--- src/rtl/uop_dispatch.sv ---
// rtl/uop_dispatch.sv - micro-op command responder: validate, launch one engine, report completion
//
// Ports:
//   clk, rst_n                      clock, asynchronous active-low reset
//   cmd_op/slot_a/slot_b/param      command fields, sampled with cmd_start in S_IDLE
//   cmd_start                       one-cycle command strobe (ignored while busy)
//   cmd_done, cmd_err, cmd_err_code one-cycle completion pulse with status
//                                   (0 ok, 1 illegal op, 2 bad slot/param, 3 timeout)
//   busy                            high whenever the FSM is not in S_IDLE
//   eng_start / eng_done            one-hot engine start pulse / per-engine completion
//   eng_op/slot_a/slot_b/param      latched command fields routed to the engines
//
// Build option: define UOP_DISPATCH_TIMEOUT_EN to add a TIMEOUT_CYCLES watchdog in S_WAIT.
module uop_dispatch #(
    parameter int unsigned NUM_SLOTS = 20
`ifdef UOP_DISPATCH_TIMEOUT_EN
    ,
    parameter logic [15:0] TIMEOUT_CYCLES = 16'd8192
`endif
) (
    input  logic       clk,
    input  logic       rst_n,
    input  logic [3:0] cmd_op,
    input  logic [4:0] cmd_slot_a,
    input  logic [4:0] cmd_slot_b,
    input  logic [3:0] cmd_param,
    input  logic       cmd_start,
    output logic       cmd_done,
    output logic       cmd_err,
    output logic [1:0] cmd_err_code,
    output logic       busy,
    output logic [5:0] eng_start,
    input  logic [5:0] eng_done,
    output logic [3:0] eng_op,
    output logic [4:0] eng_slot_a,
    output logic [4:0] eng_slot_b,
    output logic [3:0] eng_param
);

    typedef enum logic [1:0] {S_IDLE, S_CHECK, S_WAIT} state_t;

    state_t     state, state_nx;
    logic [5:0] op_sel;
    logic       needs_a, needs_b;
    logic       illegal_op, slot_bad, param_bad;
    logic [1:0] chk_code;
    logic       done_nx, err_nx;
    logic [1:0] code_nx;
    logic [5:0] start_nx;
    logic       latch;

    // Decode the latched op: target engine and which slot fields it uses.
    // eng_op cannot change while busy, so op_sel also identifies the engine in flight.
    always_comb begin
        op_sel  = 6'b000000;
        needs_a = 1'b0;
        needs_b = 1'b0;
        case (eng_op)
            4'd1, 4'd2, 4'd4, 4'd5, 4'd6: begin op_sel = 6'b000001; needs_a = 1'b1; end
            4'd3:                         begin op_sel = 6'b000010; end
            4'd7:                         begin op_sel = 6'b000100; end
            4'd8, 4'd9:                   begin op_sel = 6'b001000; needs_a = 1'b1; needs_b = 1'b1; end
            4'd10, 4'd11:                 begin op_sel = 6'b010000; needs_a = 1'b1; needs_b = 1'b1; end
            4'd12:                        begin op_sel = 6'b100000; needs_a = 1'b1; end
            default:                      begin op_sel = 6'b000000; end
        endcase
        illegal_op = (eng_op >= 4'd13);
        slot_bad   = (needs_a && ({27'd0, eng_slot_a} >= NUM_SLOTS)) ||
                     (needs_b && ({27'd0, eng_slot_b} >= NUM_SLOTS));
        param_bad  = ((eng_op == 4'd3) && (eng_param > 4'd1)) ||
                     (((eng_op == 4'd10) || (eng_op == 4'd11)) &&
                      !((eng_param == 4'd1) || (eng_param == 4'd4) ||
                        (eng_param == 4'd10) || (eng_param == 4'd11)));
        if (illegal_op)
            chk_code = 2'd1;
        else if (slot_bad || param_bad)
            chk_code = 2'd2;
        else
            chk_code = 2'd0;
    end

`ifdef UOP_DISPATCH_TIMEOUT_EN
    logic [15:0] wd_count;

    // Cleared while in S_CHECK so it reads zero on the first S_WAIT cycle.
    always_ff @(posedge clk or negedge rst_n) begin
        if (!rst_n)
            wd_count <= 16'd0;
        else if (state == S_CHECK)
            wd_count <= 16'd0;
        else if (state == S_WAIT)
            wd_count <= wd_count + 16'd1;
    end
`endif

    always_comb begin
        state_nx = state;
        done_nx  = 1'b0;
        err_nx   = 1'b0;
        code_nx  = 2'd0;
        start_nx = 6'b000000;
        latch    = 1'b0;
        case (state)
            S_IDLE: begin
                if (cmd_start) begin
                    latch    = 1'b1;
                    state_nx = S_CHECK;
                end
            end
            S_CHECK: begin
                if (chk_code != 2'd0) begin
                    done_nx  = 1'b1;
                    err_nx   = 1'b1;
                    code_nx  = chk_code;
                    state_nx = S_IDLE;
                end else if (eng_op == 4'd0) begin
                    done_nx  = 1'b1;
                    state_nx = S_IDLE;
                end else begin
                    start_nx = op_sel;
                    state_nx = S_WAIT;
                end
            end
            S_WAIT: begin
                // A done that coincides with our own start pulse cannot belong to this launch.
                if ((eng_start == 6'b000000) && ((eng_done & op_sel) != 6'b000000)) begin
                    done_nx  = 1'b1;
                    state_nx = S_IDLE;
                end
`ifdef UOP_DISPATCH_TIMEOUT_EN
                else if (wd_count == TIMEOUT_CYCLES) begin
                    done_nx  = 1'b1;
                    err_nx   = 1'b1;
                    code_nx  = 2'd3;
                    state_nx = S_IDLE;
                end
`endif
            end
            default: begin
                state_nx = S_IDLE;
            end
        endcase
    end

    always_ff @(posedge clk or negedge rst_n) begin
        if (!rst_n) begin
            state        <= S_IDLE;
            cmd_done     <= 1'b0;
            cmd_err      <= 1'b0;
            cmd_err_code <= 2'd0;
            eng_start    <= 6'b000000;
            eng_op       <= 4'd0;
            eng_slot_a   <= 5'd0;
            eng_slot_b   <= 5'd0;
            eng_param    <= 4'd0;
        end else begin
            state        <= state_nx;
            cmd_done     <= done_nx;
            cmd_err      <= err_nx;
            cmd_err_code <= code_nx;
            eng_start    <= start_nx;
            if (latch) begin
                eng_op     <= cmd_op;
                eng_slot_a <= cmd_slot_a;
                eng_slot_b <= cmd_slot_b;
                eng_param  <= cmd_param;
            end
        end
    end

    assign busy = (state != S_IDLE);

endmodule
--- config.mk ---
export PLATFORM = sky130hd
export DESIGN_NAME = uop_dispatch
export DESIGN_NICKNAME = d
export VERILOG_FILES = /design/src/rtl/uop_dispatch.sv
export SDC_FILE = /design/constraint.sdc
export NUM_CORES = 1
export LEC_CHECK = 0
export BUFFER_PORTS_ARGS = -buffer_cell sky130_fd_sc_hd__buf_2
export CORE_MARGIN = 2
export CORE_UTILIZATION = 48
export CTS_CLUSTER_SIZE = 16
export DETAILED_ROUTE_END_ITERATION = 8
export HOLD_SLACK_MARGIN = 0.02
export PLACE_DENSITY_LB_ADDON = 0.25
export SLEW_MARGIN = 20
export SYNTH_ARGS = -nofsm -noshare
export SYNTH_HDL_FRONTEND = slang
export SYNTH_SLANG_ARGS = --single-unit
--- constraint.sdc ---
create_clock -name clk -period 1.9 [get_ports clk]
set_clock_uncertainty 0.15 [all_clocks]
set_input_delay 0.19 -clock clk [delete_from_list [all_inputs] [get_ports clk]]
set_output_delay 0.19 -clock clk [all_outputs]
set_load 0.05 [all_outputs]
==> impl_metrics.tcl, run 1 <==
set metrics [dict create \
    p_comb_share_pct 62.4 \
    min-delay-start "cmd_start" \
    gp_congestion 0.871 \
    finalMaxSlewViolations 0 \
    ys_async_sr_fraction_pct 100 \
    yosys_warnings 0 \
    syn2layout_area_growth_pct 39.9 \
    cp-start-kind "register" \
    cts_tree "yes" \
    clkTransAtPathRegs_ps 100 \
    io_pins 56 \
    switchingPower_mw 2.09 \
    syn_area_per_cell_um2 12.1 \
    clkLatencyLatePin_ps 330 \
    grt_pass1_wl_mm 5.53 \
    multi_input_area_um2 679 \
    fill_cells 244 \
    synthAdderAreaFrac_pct 2.51 \
    r2r_cells 4 \
    grt_max_degree 31 \
    crit_path_cell_trace "and4bb_2, o31ai_1, a221o_2, and4_2" \
    route.vias.total 1249 \
    setup-tns-final_ps 0 \
    path_buf_inv 0 \
    first_global_vias 1292 \
    r2r_setup_slack_ps 50 \
    outcome "completed" \
    dieWidth_um 59.8 \
    cap_violations 0 \
    cts_buffers 5 \
    rsz0062_at_grt "no" \
    criticalPathCategory "reg2reg" \
    seq_area_um2 756 \
    min_period_ps 1850 \
    cts_sinks 30 \
    drive_gt1_share_pct 50.2 \
    reg2reg_to "eng_start[1]" \
    cp-end-kind "register" \
    yosys.area_share.simple_pct 17.0 \
    worst_pin_slew_ps 650 \
    ys_top_cells_by_area "dfrtp_1, mux2_2, ha_1" \
    ys_seq_area_share_pct 50.3 \
    cts_root_buffer "clkbuf_4" \
    track_usage_pct 21.4 \
    synth_top_area_share_pct 50.3 \
    critPathMaxStageDelay_ps 470 \
    critPathRequiredTime_ps 1970 \
    synth_compound_area_share_pct 12.4 \
    wl_per_cell_um 13.9 \
    fmax_mhz 540 \
    first_pass_iters 4 \
    gr-total-overflow 0 \
    internal_power_mw 1.96 \
    htreeDepth 2 \
    n_antenna_cell 0 \
    clockBufferDepth 2 \
    switching_share_pct 51.6 \
    antenna_left 0 \
    seqPwrFrac_pct 28.0 \
    cellPowerDensity_nw_per_um2 1940 \
    coreArea_um2 3000 \
    drc 0 \
    synthesis.nets 153 \
    rows 20 \
    p_leak_nw 1.03 \
    relSlewSlack_pct 56.7 \
    r2r_start "eng_op[2]" \
    fin_crit_sh_pct 97.4 \
    dieArea_um2 3570 \
    hold_end "state[0]" \
    slowest_stage "dfrtp_2" \
    synth.area.mux_share_pct 13.6 \
    totalPowerFinal_mw 4.05 \
    port_buffers 55 \
    viasPerCell 5.20 \
    routed_wl_mm 3.35 \
    synth_xor_area_share_pct 0 \
    ys_ff_latch 30 \
    fp.dieH_um 59.8 \
    ys_types 35 \
    synth_top_cell_by_area "dfrtp_1" \
    initial_core_util_pct 49.7 \
    final_cell_mix "buf_2, dfrtp_1, dlygate4sd3_1" \
    mostFrequentLayoutCell "buf_2" \
    syn-cell-area_um2 1490 \
    hold_class "in2reg" \
    arrival_ps 1920 \
    cp_max_fo 9 \
    ir_worst_vdd_mv 0.970 \
    clock_power_share_pct 9.6 \
    fin_nets 237 \
    setup_violations 0 \
    critPathTopFamily "simple AND/OR/NAND/NOR gates" \
    first_iter_violations 25 \
    hold_violations 0 \
    synthFlopType "dfrtp_1" \
    synth_edf_count 0 \
    synth_top_family_by_area "simple AND/OR/NAND/NOR gates" \
    whs_path_depth 3 \
    dp_hpwl_mm 2.42 \
    antenna_found_initial 0 \
    syn_inst 123 \
]
==> state kept, by name, summed over array words and instances (netlist names) <==
name	cells
cmd_done	1
cmd_err_code	2
eng_param	4
eng_op	4
cmd_err	1
state	2
eng_slot_b	5
eng_start	6
eng_slot_a	5
==> area by class of cell <==
| class | count | area share (%) |
|---|---|---|
| flip-flops and latches | 30 | 36.2 |
| multi-input cells | 83 | 32.5 |
| repair buffers | 82 | 25.8 |
| clock buffers | 7 | 2.64 |
| well taps | 33 | 1.98 |
| inverters | 5 | 0.899 |
==> synth_stat cells, drive strengths merged (3+ instances only) <==
cell type and number:
dfrtp 30, mux2 18, nand2 8, o21ai 7, nor2 6, buf 5, inv 5, nor3 4
and2 3, ha 3, nand2b 3, nor4 3
==> stage by stage <==
stage	hold slack (ps)	setup WS (ps)	utilization (%)	instances	instance area [um2]
floorplan	-256	21.3	-	123	1500
global placement	91.5	106	61.1	213	1840
detailed placement	117	54.0	61.1	213	1840
CTS	60.1	35.1	69.3	239	2080
global route	69.8	1.70	69.5	240	2090
finish	63.3	49.5	69.5	240	2090
==> repair_timing <==
item / in CTS / in global routing
gates resized for setup: 0 / 2
endpoints found under the hold margin: 48 / 0
setup endpoints to repair: 0 / 2
hold buffers: 19 / 0
buffers inserted: 0 / 1
==> kinds of logic (layout without fill, tap and decap cells) <==
logic type      Yosys count  count (layout)
compound gates           22              22
flops                    30              30
simple gates             40              40
fa+ha+maj                 3               3
mux                      18              18
buf+inv                  10              94
==> worst min-delay path: stages <==
cell	delay, ps
buf_2	100
or2_2	100
o211a_1	140
==> routing by layer <==
metal / global-route usage, % / routed length [um] / vias up / share of wire, %
li1: - / - / 610 / -
met1: 24.2 / 1490 / 604 / 44
met2: 37.6 / 1680 / 31 / 50
met3: 6.06 / 147 / 4 / 4.4
met4: 8.57 / 31 / 0 / 0.93
met5: 0 / 0 / - / 0
==> power groups by stage <==
stage | registers [mW] | logic, mW | clock network (mW)
finish | 1.14 | 2.53 | 0.387
global route | 1.18 | 2.70 | 0.433
global placement | 1.13 | 2.47 | 0
detailed placement | 1.15 | 2.48 | 0
CTS | 1.14 | 2.52 | 0.398
floorplan | 1.96 | 1.10 | 0
==> worst max-delay path by stage <==
stage / to / depth (start not counted) / startpoint
after global placement: eng_start[1] / 4 / eng_op[2]
final: eng_start[1] / 4 / eng_op[2]
after CTS: eng_start[1] / 4 / eng_op[2]
after detailed placement: eng_start[1] / 4 / eng_op[2]
after floorplan: state[1] / 6 / eng_op[2]
after global routing: eng_start[1] / 4 / eng_op[2]
Power figures use the tool's default switching activity.
==> run 2, diff against run 1 <==
GPL_TIMING_DRIVEN = 0   (was unset)
==> impl_metrics.tcl, run 2 (synthesis results as in run 1) <==
set metrics [dict create \
    outcome "completed" \
    critPathMaxStageDelay_ps 380 \
    holdWs_ps 100 \
    first_global_vias 1238 \
    clkTransAtPathRegs_ps 90 \
    coreArea_um2 3000 \
    antenna_found_initial 0 \
    relSlewSlack_pct 54.5 \
    cts_tree "yes" \
    drc 0 \
    cp-end-kind "register" \
    fmax_mhz 534 \
    io_pins 56 \
    crit_path_cell_trace "buf_6, and2b_4, a21oi_1, a31o_4, o21a_4, o41ai_4" \
    grt_max_degree 31 \
    cts_sinks 30 \
    finalMaxSlewViolations 0 \
    drive_gt1_share_pct 53.4 \
    cellPowerDensity_nw_per_um2 1970 \
    slowest_stage "dfrtp_2" \
    dp_worst_setup_slack_ps -64.7 \
    hold_violations 0 \
    syn2layout_area_growth_pct 43.8 \
    fp.dieH_um 59.8 \
    antenna_left 0 \
    port_buffers 55 \
    setup_violations 0 \
    cap_violations 0 \
    fin_nets 238 \
    gr-total-overflow 0 \
    largest_reg_flops 6 \
    routed_wl_mm 3.63 \
    grt_pass1_wl_mm 5.30 \
    gp_congestion 0.871 \
    first_pass_iters 4 \
    first_iter_violations 21 \
    largestRegisters "eng_start (6), eng_slot_a (5), eng_slot_b (5)" \
    path_buf_inv 1 \
    p_leak_nw 1.04 \
    setup_slack_ps 26.7 \
    cts_buffers 5 \
    min_period_ps 1870 \
    cp_max_fo 10 \
    viasPerCell 5.39 \
    wl_per_cell_um 15.1 \
    cts_root_buffer "clkbuf_4" \
    hold_class "in2reg" \
    ir_worst_vdd_mv 1.10 \
    critPathRequiredTime_ps 1970 \
    setup-tns-final_ps 0 \
    htreeDepth 2 \
    dieArea_um2 3570 \
    mostFrequentLayoutCell "buf_2" \
    route.vias.total 1300 \
    totalPowerFinal_mw 4.24 \
    fin_crit_sh_pct 98.6 \
    dieWidth_um 59.8 \
    rows 20 \
    top_register "eng_start" \
    worst_pin_slew_ps 683 \
    initial_core_util_pct 49.7 \
    clkLatencyLatePin_ps 330 \
    n_antenna_cell 0 \
    final_cell_mix "buf_2, dfrtp_1, dlygate4sd3_1" \
    track_usage_pct 20.4 \
    cp-start-kind "register" \
    critPathTopFamily "compound AO/OA/AOI/OAI gates" \
    dp_hpwl_mm 2.51 \
    final_core_util_pct 71.5 \
    clockBufferDepth 2 \
    arrival_ps 1940 \
    criticalPathCategory "reg2reg" \
]
[run 2: cell types whose count changed in the layout (fill, tap and decap cells not counted), sizes merged]
| cell | change |
|---|---|
| buf | +1 |
[run 2: cell type report]
| class | count | area, um2 |
|---|---|---|
| Fill cell | 224 | 856 |
| Clock buffer | 7 | 55.1 |
| Timing Repair Buffer | 78 | 495 |
| Multi-Input combinational cell | 83 | 732 |
| Tap cell | 33 | 41.3 |
| Buffer | 5 | 48.8 |
| Sequential cell | 30 | 756 |
| Inverter | 5 | 18.8 |
[run 2: final timing paths]
check                              startpoint             to  slack (ps)  depth (start not counted)
max in group asynchronous               rst_n      eng_op[2]         840                          2
worst max register to register      eng_op[3]       state[1]          30                          6
min in group asynchronous               rst_n   eng_param[3]         280                          2
worst min register to register  eng_slot_b[0]  eng_slot_b[0]         360                          1
worst max-delay path                eng_op[3]       state[1]          30                          6
worst min-delay path                cmd_start       state[0]         100                          3
[run 2: repair_timing]
item	in CTS	in global routing
hold buffers	19	0
pin swaps	0	5
gates resized for setup	1	14
setup buffers	0	4
setup endpoints to repair	10	8
hold endpoints to repair	48	0
[run 2: worst min-delay path, stage by stage]
cell     delay, ps
buf_2          100
or2_2          110
o211a_1        140
[run 2: per-stage QoR]
stage / cells / area (um2)
floorplan: 123 / 1500
global placement: 211 / 1810
detailed placement: 211 / 1810
CTS: 237 / 2060
global route: 241 / 2150
finish: 241 / 2150
[run 2: report_power, final]
| part | internal [mW] | switching, mW | total (mW) |
|---|---|---|---|
| combinational | 0.964 | 1.79 | 2.76 |
| sequential | 0.907 | 0.196 | 1.10 |
| clock | 0.174 | 0.202 | 0.377 |
| total | 2.05 | 2.19 | 4.24 |
[run 2: layer usage]
layer	track usage, %	part of all wire, %
met1	21.8	38
met4	8.57	1.7
met2	36.6	55
met5	0	0
met3	6.28	5.5
